[src/rtl/ccu_ctrl_snoop_collector.sv]
// Snoop collector ahead of the CCU snoop unit: fans an AC snoop out to every
// non-initiating port, gathers CR responses, and hands a summary to the snoop unit or memory path.
module ccu_ctrl_snoop_collector #(
    parameter int unsigned NoMstPorts = 4,
    parameter type mst_req_t = struct packed {
        struct packed {
            logic [31:0] addr;
            logic [3:0]  snoop;
            logic [2:0]  prot;
        } ar;
    },
    parameter type snoop_ac_t = struct packed {
        logic [31:0] addr;
        logic [3:0]  snoop;
        logic [2:0]  prot;
    },
    parameter type snoop_cr_t = logic [4:0],
    localparam int unsigned MstIdxBits = $clog2(NoMstPorts)
) (
    input  logic                              clk_i,
    input  logic                              rst_i,
    input  mst_req_t                          req_i,
    input  logic [MstIdxBits-1:0]             req_initiator_i,
    input  logic                              req_valid_i,
    output logic                              req_ready_o,
    output snoop_ac_t [NoMstPorts-1:0]        ac_o,
    output logic [NoMstPorts-1:0]             ac_valid_o,
    input  logic [NoMstPorts-1:0]             ac_ready_i,
    input  snoop_cr_t [NoMstPorts-1:0]        cr_i,
    input  logic [NoMstPorts-1:0]             cr_valid_i,
    output logic [NoMstPorts-1:0]             cr_ready_o,
    output mst_req_t                          ccu_req_holder_o,
    output logic                              su_valid_o,
    input  logic                              su_ready_i,
    output logic                              su_op_o,
    output logic                              shared_o,
    output logic                              dirty_o,
    output logic [NoMstPorts-1:0]             data_available_o,
    output logic [MstIdxBits-1:0]             first_responder_o,
    output logic                              mem_valid_o,
    input  logic                              mem_ready_i
);

    typedef enum logic [2:0] {IDLE, SNOOP, DECIDE, SEND_SU, SEND_MEM} state_e;
    // su_op_o encoding: 0 = READ_SNP_DATA, 1 = SEND_INVALID_ACK_R
    typedef enum logic {READ_SNP_DATA = 1'b0, SEND_INVALID_ACK_R = 1'b1} su_op_e;

    state_e                         state_q, state_d;
    mst_req_t                       holder_q, holder_d;
    logic [NoMstPorts-1:0]          mask_q, mask_d;
    logic [NoMstPorts-1:0]          ac_done_q, ac_done_d;
    logic [NoMstPorts-1:0]          cr_done_q, cr_done_d;
    logic [NoMstPorts-1:0][4:0]     resp_q, resp_d;
    logic [NoMstPorts-1:0]          da_q, da_d;
    logic                           shared_q, shared_d;
    logic                           dirty_q, dirty_d;
    logic [MstIdxBits-1:0]          fr_q, fr_d;
    su_op_e                         su_op_q, su_op_d;
    logic                           req_ready_q, req_ready_d;
    logic                           su_valid_q, su_valid_d;
    logic                           mem_valid_q, mem_valid_d;

    logic [NoMstPorts-1:0]          ac_hs;
    logic [NoMstPorts-1:0]          cr_hs;
    logic                           found;
    logic                           invalidating;

    always_comb begin
        state_d      = state_q;
        holder_d     = holder_q;
        mask_d       = mask_q;
        ac_done_d    = ac_done_q;
        cr_done_d    = cr_done_q;
        resp_d       = resp_q;
        da_d         = da_q;
        shared_d     = shared_q;
        dirty_d      = dirty_q;
        fr_d         = fr_q;
        su_op_d      = su_op_q;
        ac_valid_o   = '0;
        cr_ready_o   = '0;
        ac_hs        = '0;
        cr_hs        = '0;
        found        = 1'b0;
        invalidating = 1'b0;
        ac_o         = '0;

        for (int unsigned i = 0; i < NoMstPorts; i++) begin
            ac_o[i].addr  = holder_q.ar.addr;
            ac_o[i].snoop = holder_q.ar.snoop;
            ac_o[i].prot  = holder_q.ar.prot;
        end

        case (state_q)
            IDLE: begin
                if (req_ready_q && req_valid_i) begin
                    holder_d                  = req_i;
                    mask_d                    = '1;
                    mask_d[req_initiator_i]   = 1'b0;
                    ac_done_d                 = '0;
                    cr_done_d                 = '0;
                    resp_d                    = '0;
                    state_d                   = SNOOP;
                end
            end
            SNOOP: begin
                // A CR may be accepted in the same cycle as its port's AC handshake.
                for (int unsigned i = 0; i < NoMstPorts; i++) begin
                    ac_valid_o[i] = mask_q[i] & ~ac_done_q[i];
                    ac_hs[i]      = ac_valid_o[i] & ac_ready_i[i];
                    cr_ready_o[i] = mask_q[i] & ~cr_done_q[i] & (ac_done_q[i] | ac_hs[i]);
                    cr_hs[i]      = cr_ready_o[i] & cr_valid_i[i];
                    if (cr_hs[i]) begin
                        resp_d[i] = cr_i[i];
                    end
                end
                ac_done_d = ac_done_q | ac_hs;
                cr_done_d = cr_done_q | cr_hs;
                if ((cr_done_d & mask_q) == mask_q) begin
                    state_d = DECIDE;
                end
            end
            DECIDE: begin
                shared_d = 1'b0;
                dirty_d  = 1'b0;
                fr_d     = '0;
                for (int unsigned i = 0; i < NoMstPorts; i++) begin
                    da_d[i] = resp_q[i][0] & mask_q[i];
                    // Error responses are folded into the shared indication.
                    shared_d = shared_d | (mask_q[i] & (resp_q[i][3] | resp_q[i][1]));
                    dirty_d  = dirty_d | (mask_q[i] & resp_q[i][2]);
                    if (da_d[i] && !found) begin
                        fr_d  = MstIdxBits'(i);
                        found = 1'b1;
                    end
                end
                invalidating = (holder_q.ar.snoop == 4'b1001) || (holder_q.ar.snoop == 4'b1101);
                if (invalidating) begin
                    su_op_d = SEND_INVALID_ACK_R;
                    state_d = SEND_SU;
                end else if (da_d != '0) begin
                    su_op_d = READ_SNP_DATA;
                    state_d = SEND_SU;
                end else begin
                    su_op_d = READ_SNP_DATA;
                    state_d = SEND_MEM;
                end
            end
            SEND_SU: begin
                if (su_ready_i) begin
                    state_d = IDLE;
                end
            end
            SEND_MEM: begin
                if (mem_ready_i) begin
                    state_d = IDLE;
                end
            end
            default: state_d = IDLE;
        endcase

        req_ready_d = (state_d == IDLE);
        su_valid_d  = (state_d == SEND_SU);
        mem_valid_d = (state_d == SEND_MEM);
    end

    always_ff @(posedge clk_i or posedge rst_i) begin
        if (rst_i) begin
            state_q     <= IDLE;
            holder_q    <= '0;
            mask_q      <= '0;
            ac_done_q   <= '0;
            cr_done_q   <= '0;
            resp_q      <= '0;
            da_q        <= '0;
            shared_q    <= 1'b0;
            dirty_q     <= 1'b0;
            fr_q        <= '0;
            su_op_q     <= READ_SNP_DATA;
            req_ready_q <= 1'b0;
            su_valid_q  <= 1'b0;
            mem_valid_q <= 1'b0;
        end else begin
            state_q     <= state_d;
            holder_q    <= holder_d;
            mask_q      <= mask_d;
            ac_done_q   <= ac_done_d;
            cr_done_q   <= cr_done_d;
            resp_q      <= resp_d;
            da_q        <= da_d;
            shared_q    <= shared_d;
            dirty_q     <= dirty_d;
            fr_q        <= fr_d;
            su_op_q     <= su_op_d;
            req_ready_q <= req_ready_d;
            su_valid_q  <= su_valid_d;
            mem_valid_q <= mem_valid_d;
        end
    end

    assign req_ready_o       = req_ready_q;
    assign su_valid_o        = su_valid_q;
    assign mem_valid_o       = mem_valid_q;
    assign su_op_o           = su_op_q;
    assign shared_o          = shared_q;
    assign dirty_o           = dirty_q;
    assign data_available_o  = da_q;
    assign first_responder_o = fr_q;
    assign ccu_req_holder_o  = holder_q;

endmodule

[config.mk]
export PLATFORM = sky130hd
export DESIGN_NAME = ccu_ctrl_snoop_collector
export DESIGN_NICKNAME = d
export VERILOG_FILES = /design/src/rtl/ccu_ctrl_snoop_collector.sv
export SDC_FILE = /design/constraint.sdc
export NUM_CORES = 1
export LEC_CHECK = 0
export ABC_AREA = 1
export CAP_MARGIN = 20
export CELL_PAD_IN_SITES_DETAIL_PLACEMENT = 1
export CELL_PAD_IN_SITES_GLOBAL_PLACEMENT = 1
export CORE_UTILIZATION = 26
export DETAILED_ROUTE_END_ITERATION = 16
export GPL_TIMING_DRIVEN = 0
export PLACE_DENSITY_LB_ADDON = 0.1
export SLEW_MARGIN = 30
export SYNTH_ARGS = -nofsm -noshare
export SYNTH_HDL_FRONTEND = slang
export SYNTH_SLANG_ARGS = --single-unit
[constraint.sdc]
create_clock -name clk_i -period 4 [get_ports clk_i]
set_input_delay 1 -clock clk_i [delete_from_list [all_inputs] [get_ports clk_i]]
set_output_delay 1 -clock clk_i [all_outputs]
set_load 0.03 [all_outputs]
==> run_results.csv <==
group,metric,value,unit
timing,post-route-min-period,3.69,ns
critical_path,crit_chain,"clkdlybuf4s50_1, inv_1, nand2_1, nor3b_4, clkdlybuf4s50_1",
power,power_density_over_cell_area,1060,nW/um^2
floorplanning,num_rows,48,
route,vias,4370,
hold_path,hold_path.class,"reg2reg",
grt,grt-ovfl-total,0,
synth,yosys_warnings,0,
cts,cts_tree,"yes",
critical_path,startpoint_type,"input pin",
timing,skew,0.00638,ns
layout,insertedDiodeCount,0,
critical_path,timing.critical_path.fanout_max,6,
cts,htreeDepth,3,
layout,layout_cells_sized_above_1,23.8,%
outcome,status,"finished clean",
power,internal_power,4.47,mW
timing,setup_slack,0.306,ns
placement,numPortBuffers,284,
floorplanning,num_io_pins,289,
timing,worst_pin_slew,0.523,ns
critical_path,r2r.worst_path.cells,7,
power,power.total,8.55,mW
cts,clkLatencyLatePin,0.34,ns
route,vias_per_cell,4.06,
synth,synth_nets,625,
route,drtIter0Drc,130,
route,drt.antenna.violating_nets,0,
power,clockPowerShare,9.8,%
placement,detailedPlace.worstSlack,0.317,ns
synth,synth-edff-count,0,
floorplanning,floorplan.initialDensity,26.8,%
cts,postCtsSetupBuffers,0,
critical_path,cp_common_cell,"clkdlybuf4s50_1",
layout,postLayoutCoreUtil,46.6,%
synth,post_synth_instance_area,4640,um^2
power,power.switching_fraction,47.7,%
critical_path,criticalPathCategory,"in2out",
critical_path,reg2reg_slack,2.46,ns
power,total_switching_power,4.08,mW
route,detail_route.wirelength,16300,um
cts,cts_hold_repair.buffers,0,
critical_path,timing.critical_path.required,3.00,ns
grt,grt_start_max_net_pins,56,
timing,maxClockFrequency,271,MHz
synth,synth-seq-cells,82,
cts,cts.path.max_buffers,2,
critical_path,critical_path.reg2reg.endpoint,"resp_q[3]",
floorplanning,core-area,17400,um^2
layout,final_nets,921,
synth,synthFlopType,"dfrtp_1",
floorplanning,floorplan.die.width,136,um
route,route.detailed.drc,0,
grt,grt_pass1_wl,25400,um
run,cap_viol_max_count,0,
placement,post_detailed_placement_half_perimeter_wirelength,13600,um
timing,setup_violations,0,
timing,final_min_period_over_clock_period,92.3,%
timing,timing.final.max_slew_violations,0,
grt,initial_antenna_violation_count,0,
critical_path,critical_path.n_buffers_inverters,3,
synth,synth.yosys.seq_area_share,44.2,%
synth,synthesis.instances,551,
critical_path,slowest_stage,"clkdlybuf4s50_1",
timing,grt_setup_unrepaired,"false",
synth,syn_area_per_cell,8.43,um^2
cts,post_cts.resized_instances,0,
cts,clock_sinks,82,
power,power_leakage,3.86,nW
timing,timing.final.hold_violations,0,
cts,cts.clk_slew.worst_paths,0.06,ns
grt,grt.total_usage,18.1,%
timing,relSlewSlack,65.1,%
critical_path,ff_to_ff_start,"state_q[2]",
route,routed_wire_length_per_instance,15.1,um
critical_path,critical_path.endpoint_type,"output pin",
layout,layout-area-overhead-vs-synth,74.3,%
power,combinationalPowerShare,71.3,%
synth,post_synth_num_cell_types,29,
floorplanning,design.die.area,18400,um^2
cts,clk_root_buffer_cell,"clkbuf_16",
hold_path,worst_hold_startpoint,"dirty_o",
hold_path,min_delay_worst_endpoint,"dirty_o",
hold_path,hold_critical_path_depth,2,
critical_path,worstPathArrival,2.69,ns
floorplanning,die_h,136,um
synth,synth_async_reset_ratio,100,%
cts,cts-buffers-inserted,9,
power,seq_power_share,19.0,%
route,drtPass1Iterations,4,
critical_path,cpPeakStageDelay,0.76,ns
placement,gp_routability_congestion,0.798,
grt,first_global_vias,4456,
critical_path,critical_path_s_top_delay_family,"buffers and inverters",
power,vdd_drop_max,467,uV
[cell type report]
cell class              count  area [um^2]
clock buffers               9          225
inverters                  40          155
well taps                 225          282
plain buffers             168         1230
multi-input cells         261         1210
fillers                  2027         9260
flip-flops and latches     82         2050
repair buffers            285         2870
clock inverters             7         70.1
[how the worst max path moves through the flow]
stage | start | to | cells after the start
floorplan | rst_i | ac_done_q[0] | 1
global placement | rst_i | ac_o[14] | 2
detailed placement | ac_ready_i[3] | cr_ready_o[3] | 5
CTS | ac_ready_i[3] | cr_ready_o[3] | 5
global route | ac_ready_i[3] | cr_ready_o[3] | 5
finish | ac_ready_i[3] | cr_ready_o[3] | 5
[state kept, by name, summed over array words and instances (netlist names)]
name               count
req_ready_o            1
cr_done_q              4
mem_valid_o            1
shared_o               1
su_valid_o             1
resp_q                16
mask_q                 4
first_responder_o      2
ac_done_q              4
data_available_o       4
dirty_o                1
su_op_o                1
state_q                3
ac_o                  39
[power by group through the flow]
stage | logic (mW) | clock network, mW | registers [mW]
4_1_cts | 6.17 | 0.854 | 1.64
5_1_grt | 6.46 | 0.884 | 1.70
6_report | 6.09 | 0.834 | 1.62
3_3_place_gp | 6.05 | 0 | 1.62
3_5_place_dp | 6.16 | 0 | 1.65
2_1_floorplan | 3.37 | 0 | 1.99
[per-layer routing]
metal  share of wire, %  global-route usage (%)
met1                 39                    21.2
met2                 54                    33.5
met3                5.7                    2.84
met4                1.0                    5.24
met5                  0                       0
[cells in the final DEF (no fill, tap or decap), drive strengths merged]
cell type / Yosys / final
clkinvlp: 0 / 1
nand4: 4 / 4
dfrtp: 82 / 82
nand2: 156 / 156
o21a: 1 / 1
clkdlybuf4s50: 0 / 284
buf: 165 / 166
bufinv: 0 / 1
a221oi: 1 / 1
clkbuf: 3 / 12
nand3: 26 / 26
nor3: 6 / 6
a32oi: 1 / 1
nor2: 10 / 10
inv: 40 / 40
o22ai: 1 / 1
o31ai: 1 / 1
nand3b: 2 / 2
clkinv: 0 / 5
o21ai: 36 / 36
nor4: 1 / 1
nor3b: 1 / 1
a21oi: 14 / 14
[stage by stage]
stage / cells / hold slack [ns] / instance area, um^2 / TNS [ns]
final: 1077 / 0.485 / 8100 / 0
after global placement: 1060 / 0.471 / 7770 / -49.95
after global routing: 1077 / 0.518 / 8100 / 0
after floorplan: 551 / 0.469 / 4640 / 0
after CTS: 1077 / 0.491 / 8100 / 0
after detailed placement: 1061 / 0.476 / 7800 / 0
[cells in the mapped netlist, types with 3 or more instances]
cell type	count	share of area, %
inv_2	4	0.32
nor2_1	7	0.57
clkbuf_1	3	0.24
buf_2	7	0.75
buf_4	158	26
dfrtp_1	82	44
inv_1	36	2.9
o21ai_1	7	0.75
nor3_1	6	0.65
nand3_2	3	0.65
o21ai_0	29	3.1
nand2_1	151	12
nand2_2	5	0.67
nand3_1	23	2.5
a21oi_1	13	1.4
[worst min-delay path, stage by stage, from the launching register on]
cell and delay, ns:
dfrtp_1 0.35, nand2_1 0.05, o21ai_0 0.05
[cells by family (layout without fill, tap and decap cells)]
logic type	after synthesis	after routing	synth area share, %
buffers and inverters	208	509	29.8
and+or+nand+nor	206	206	19.7
DFF	82	82	44.2
AOI/OAI and AO/OA	55	55	6.31
Note: power is estimated with default switching activity, not from simulation.
